==> config.mk <==
export PLATFORM = sky130hd
export DESIGN_NAME = issue_scheduler
export DESIGN_NICKNAME = d
export VERILOG_FILES = /design/src/rtl/issue_scheduler_pkg.sv /design/src/rtl/issue_scheduler_rr_arbiter.sv /design/src/rtl/issue_scheduler.sv
export SDC_FILE = /design/constraint.sdc
export NUM_CORES = 1
export LEC_CHECK = 0
export BUFFER_PORTS_ARGS = -buffer_cell sky130_fd_sc_hd__buf_4
export CORE_AREA = 3 3 167 169
export CTS_CLUSTER_DIAMETER = 60
export DETAILED_ROUTE_END_ITERATION = 8
export DIE_AREA = 0 0 170 172
export GPL_ROUTABILITY_DRIVEN = 0
export SLEW_MARGIN = 20
export SYNTH_ARGS = -nofsm -noshare
export SYNTH_HDL_FRONTEND = slang
export SYNTH_SLANG_ARGS = --single-unit
==> constraint.sdc <==
create_clock -name clk -period 5.1 [get_ports clk]
set_input_delay 0.765 -clock clk [delete_from_list [all_inputs] [get_ports clk]]
set_output_delay 0.765 -clock clk [all_outputs]
set_load 0.05 [all_outputs]
==> src/rtl/issue_scheduler_pkg.sv <==
// Shared sizing helpers for the issue scheduler: functional-unit count and
// round-robin pointer width, plus the default-configuration values.
package issue_scheduler_pkg;

  localparam int DEF_EXEC_WIDTH = 4;
  localparam int DEF_REQ_COUNT  = 4;

  // One functional unit per execution ID value.
  function automatic int unit_count(input int exec_width);
    return 1 << exec_width;
  endfunction

  // Pointer wide enough to name every requesting slot.
  function automatic int ptr_width(input int req_count);
    return (req_count > 1) ? $clog2(req_count) : 1;
  endfunction

  localparam int NUM_UNITS = unit_count(DEF_EXEC_WIDTH);
  localparam int RR_PTR_W  = ptr_width(DEF_REQ_COUNT);

endpackage

==> src/rtl/issue_scheduler_rr_arbiter.sv <==
// Rotate-priority arbiter: the first eligible slot at or after rr_ptr
// (wrapping) wins. Purely combinational. N must be a power of two so the
// pointer arithmetic wraps on its own.
module rr_arbiter #(
  parameter int N  = 4,
  parameter int PW = 2
) (
  input  logic [N-1:0]  eligible,
  input  logic [PW-1:0] rr_ptr,
  output logic [N-1:0]  grant,
  output logic [PW-1:0] grant_idx,
  output logic          grant_any
);

  logic [2*N-1:0] dbl;
  logic [N-1:0]   rot;

  // rot[j] is the eligibility of slot (rr_ptr + j) mod N.
  assign dbl = {eligible, eligible} >> rr_ptr;
  assign rot = dbl[N-1:0];

  // Scan from the far end so the lowest rotated offset is written last.
  always_comb begin
    grant_idx = '0;
    grant_any = 1'b0;
    for (int j = N - 1; j >= 0; j--) begin
      if (rot[j]) begin
        grant_idx = rr_ptr + PW'(j);
        grant_any = 1'b1;
      end
    end
  end

  // One-hot expansion of the winner.
  always_comb begin
    grant = '0;
    grant[grant_idx] = grant_any;
  end

endmodule

==> src/rtl/issue_scheduler.sv <==
// Issue scheduler: round-robin grant of ready reservation-station slots to
// free functional units, registered dispatch beat, per-unit busy scoreboard.
// Optional feature macro: ISSUE_SCHED_STALL_COUNT_EN adds a saturating
// 32-bit stall_count output.
module issue_scheduler
  import issue_scheduler_pkg::*;
#(
  parameter int DATA_WIDTH = 32,
  parameter int TAG_WIDTH  = 7,
  parameter int EXEC_WIDTH = DEF_EXEC_WIDTH,
  parameter int REQ_COUNT  = DEF_REQ_COUNT
) (
  input  logic                                   clk,
  input  logic                                   rst,
  input  logic                                   halt,
  input  logic                                   flush,
  input  logic [REQ_COUNT-1:0]                   req_valid,
  input  logic [REQ_COUNT-1:0][EXEC_WIDTH-1:0]   req_executionID,
  input  logic [REQ_COUNT-1:0][TAG_WIDTH-1:0]    req_executionTag,
  input  logic [REQ_COUNT-1:0][DATA_WIDTH-1:0]   req_op1,
  input  logic [REQ_COUNT-1:0][DATA_WIDTH-1:0]   req_op2,
  output logic [REQ_COUNT-1:0]                   grant,
  input  logic [unit_count(EXEC_WIDTH)-1:0]      availableFunctionalUnits,
  input  logic [unit_count(EXEC_WIDTH)-1:0]      fu_done,
  output logic                                   dispatch,
  output logic [DATA_WIDTH-1:0]                  op1,
  output logic [DATA_WIDTH-1:0]                  op2,
  output logic [EXEC_WIDTH-1:0]                  executionID,
  output logic [TAG_WIDTH-1:0]                   executionTag,
  output logic [unit_count(EXEC_WIDTH)-1:0]      fu_busy
`ifdef ISSUE_SCHED_STALL_COUNT_EN
  ,
  output logic [31:0]                            stall_count
`endif
);

  localparam int UNITS = unit_count(EXEC_WIDTH);
  localparam int PW    = ptr_width(REQ_COUNT);

  logic [1:0]           rst_pipe;
  logic                 run;
  logic [PW-1:0]        rr_ptr;
  logic [REQ_COUNT-1:0] eligible;
  logic [PW-1:0]        grant_idx;
  logic                 grant_any;
  logic [EXEC_WIDTH-1:0] grant_unit;
  logic [UNITS-1:0]     busy_next;

  // Reset synchronizer: assert immediately, release two edges after rst rises.
  always_ff @(posedge clk or negedge rst) begin
    if (!rst) rst_pipe <= '0;
    else      rst_pipe <= {rst_pipe[0], 1'b1};
  end
  assign run = rst_pipe[1];

  // A slot competes only if its unit is present, idle, and nothing freezes issue.
  always_comb begin
    eligible = '0;
    for (int i = 0; i < REQ_COUNT; i++) begin
      eligible[i] = req_valid[i]
                 && availableFunctionalUnits[req_executionID[i]]
                 && !fu_busy[req_executionID[i]]
                 && run && !halt && !flush;
    end
  end

  rr_arbiter #(.N(REQ_COUNT), .PW(PW)) u_arb (
    .eligible  (eligible),
    .rr_ptr    (rr_ptr),
    .grant     (grant),
    .grant_idx (grant_idx),
    .grant_any (grant_any)
  );

  assign grant_unit = req_executionID[grant_idx];

  // Completions clear first; a new issue sets its unit (never the same unit).
  always_comb begin
    busy_next = fu_busy & ~fu_done;
    if (grant_any) busy_next[grant_unit] = 1'b1;
  end

  // Pointer, scoreboard and the registered dispatch beat.
  always_ff @(posedge clk or negedge rst) begin
    if (!rst) begin
      rr_ptr       <= '0;
      fu_busy      <= '0;
      dispatch     <= 1'b0;
      op1          <= '0;
      op2          <= '0;
      executionID  <= '0;
      executionTag <= '0;
    end else begin
      fu_busy  <= busy_next;
      dispatch <= grant_any;
      if (flush)          rr_ptr <= '0;
      else if (grant_any) rr_ptr <= grant_idx + PW'(1);
      if (grant_any) begin
        op1          <= req_op1[grant_idx];
        op2          <= req_op2[grant_idx];
        executionID  <= grant_unit;
        executionTag <= req_executionTag[grant_idx];
      end
    end
  end

`ifdef ISSUE_SCHED_STALL_COUNT_EN
  logic stall_hit;
  assign stall_hit = (|req_valid) && !halt && !flush && !grant_any;

  // Saturating count of cycles where work was offered but nothing issued.
  always_ff @(posedge clk or negedge rst) begin
    if (!rst)                              stall_count <= '0;
    else if (stall_hit && ~&stall_count)   stall_count <= stall_count + 32'd1;
  end
`endif

endmodule

==> impl_results.md <==
* Status: complete, no violations
* Fraction of registers with async set/reset at 100.0%
* Post-synthesis adder-cell area fraction at 0.7091%
* Max-slew headroom at the worst pin at 48.46%
* Max_cap viols at 0
* CTS buffer count at 9
* Post-synthesis mux area share at 47.26%
* Worst Path Max Fanout at 6
* Core Box Area at 26730 sq um
* Crit Path Class: reg -> out
* First-pass GRT wire length at 39.92 mm
* Commonest cells in the synthesized netlist: mux2i_1 (223), dfrtp_1 (96), mux2_2 (76)
* Post-synthesis simple-gate area fraction at 6.914%
* Post-synth top flop: dfrtp_1
* Sequential area share after synthesis at 34.04%
* Initial antenna violation count at 1
* Antenna Cells at 0
* Syn_area_per_cell at 11.67 sq um
* Min cycle time layout at 4212 ps
* Io pins at 436
* Post-synthesis compound-gate area fraction at 6.541%
* Skew final at 14.52 ps
* Post-synthesis cell area at 7058 sq um
* Area grow syn2layout at 54.33%
* Post-synth top area cell: dfrtp_1
* Area contributors post-synth: dfrtp_1 (34%), mux2i_1 (32%), mux2_2 (12%), mux4_2 (3.5%), nand2b_1 (2.1%)
* Skew-Pair Late Insertion Delay at 340 ps
* WL/cell at 20.36 microns
* Iter 0 DRT Violations at 378
* Final cycle utilization of the critical path at 82.59%
* Fraction of layout cells with a size suffix above 1 at 54.65%
* Post-DR vias/cell at 4.861
* Routed Antenna Nets at 0
* Clock Pin Slew Worst Setup and Hold Paths at 70 ps
* Dpl hpwl at 22.59 mm
* Hold slack at 352.9 ps
* Post-synthesis xor/xnor area fraction at 0%
* Power after layout at 3805 uW
* Vias at 6621
* Pre-antenna DRT Iters at 4
* Root buffer selected by CTS: clkbuf_16
* CP required at 4340 ps
* Worst slew pin tran at 773.1 ps
* Count leader, synth: mux2i_1
* Max-slew violations at 0
* Pre-CTS setup slack at 878.7 ps
* Chip width at 170 microns
* Pleak at 0.004677 uW
* Worst hold path class: reg -> reg
* Post-CTS Resized at 0
* Maximum VDD drop at 0.1842 mV
* Clock sinks at 96
* Largest family of logic cells by synthesized area: multiplexers
* Hold Vio Cnt, Final at 0
* # port buffers at 435
* Final WS setup at 888.1 ps
* Die area at 29240 sq um
* Max Fclk at 237.4 MHz
* PD cells at 349.3 nW/um^2
* Chip height at 172 microns
* Synthesized Nets at 949
* Finished layout cell area at 10890 sq um
* Share of the synthesized area in the top cell type at 34.04%
* CTS tree: done
* Grt total ovfl at 0
* Starting density of the core at 26.41%
* Post-synth cell types at 56
* Total track usage at 17.78%
* Final WL at 27.74 mm
* RSZ-0062 raised after global routing: false
* Yosys warns at 0
* Post-route setup TNS at 0 ps
* Startpoint Class: register
* Hold Buf Count CTS at 0
* Final setup vio count at 0
* H-tree Lvls at 3
* Register bit total from synthesis at 96
* Core Rows at 60
* Post CTS Setup Buffer Count at 0
* Critical Path AT at 3450 ps
* Pin count of the biggest net entering global routing at 100
* Synthesized instance count at 605
* Number of global-route vias before repair at 6707
* NumNets Final at 1360
* Worst Setup End Kind: primary output
* CTS max path bufs at 2
* EDFF count, synth at 0
* Placed cell area at 10630 sq um
* DRC violations left at 0
[where the power goes]
part | switching, uW | internal, uW | total [uW]
clock | 303 | 333 | 636
sequential | 129 | 997 | 1130
combinational | 1280 | 767 | 2040
total | 1710 | 2100 | 3800
[per-stage QoR]
step,utilization [%],cells
finish,40.76,1362
global route,40.76,1362
global placement,39.76,1346
floorplan,-,605
detailed placement,39.76,1346
CTS,40.76,1362
[cell usage in the layout, fill, tap and decap left out, types with 3 or more instances in the layout]
master,count
clkbuf_1,3
buf_4,440
mux2_2,76
nor2b_1,9
nand2b_1,24
a21oi_1,7
buf_12,3
o41ai_1,7
nand3b_1,4
ha_1,4
nand2_1,16
clkbuf_16,9
o32ai_1,8
o2111ai_1,4
mux4_2,11
and2_1,4
nor3b_1,4
inv_1,15
a22oi_2,3
dfrtp_1,96
clkinvlp_4,3
mux2i_1,223
[area by class of cell]
| cell class | instances | area (sq um) |
|---|---|---|
| repair buffers | 443 | 3363 |
| flip-flops and latches | 96 | 2402 |
| clock buffers | 12 | 236.5 |
| clock inverters | 4 | 31.28 |
| multi-input cells | 449 | 4364 |
| well taps | 341 | 426.7 |
| inverters | 17 | 68.82 |
| fillers | 2666 | 15830 |
[per-layer routing]
layer  GRT usage (%)  part of all wire, %
met1           21.87                   39
met2           30.46                   50
met3           5.441                  8.4
met4           4.691                  1.8
met5               0                0.029
[worst paths after layout]
check / startpoint / end / slack, ps / cells past startpoint
worst min register to register: rst_pipe[0] / rst_pipe[1] / 350 / 0
worst min-delay path: rst_pipe[0] / rst_pipe[1] / 350 / 0
min in group asynchronous: rst / fu_busy[7] / 410 / 1
max in group asynchronous: rst / op2[30] / 3550 / 2
worst max-delay path: fu_busy[13] / grant[2] / 890 / 10
worst max register to register: fu_busy[13] / op2[21] / 1270 / 10
[registers in the layout, summed over array words and instances, names as in the netlist]
name          cells
rst_pipe          2
executionTag      7
op2              32
fu_busy          16
rr_ptr            2
op1              32
executionID       4
dispatch          1
[logic make-up after synthesis]
kind of cell | count (synthesis)
DFF | 96
AOI/OAI and AO/OA | 54
buffers and inverters | 60
adders and majority gates | 4
and+or+nand+nor | 80
other | 1
muxes | 310
[worst max-delay path, stage by stage (launching register included)]
cell and delay, ps:
dfrtp_1 420, nand2b_1 230, mux4_2 490, mux2_2 280
a211oi_1 400, a21oi_1 170, nor3_4 400, inv_1 170
ha_1 220, and2_1 140, buf_4 180
(Power assumes the default switching activity.)
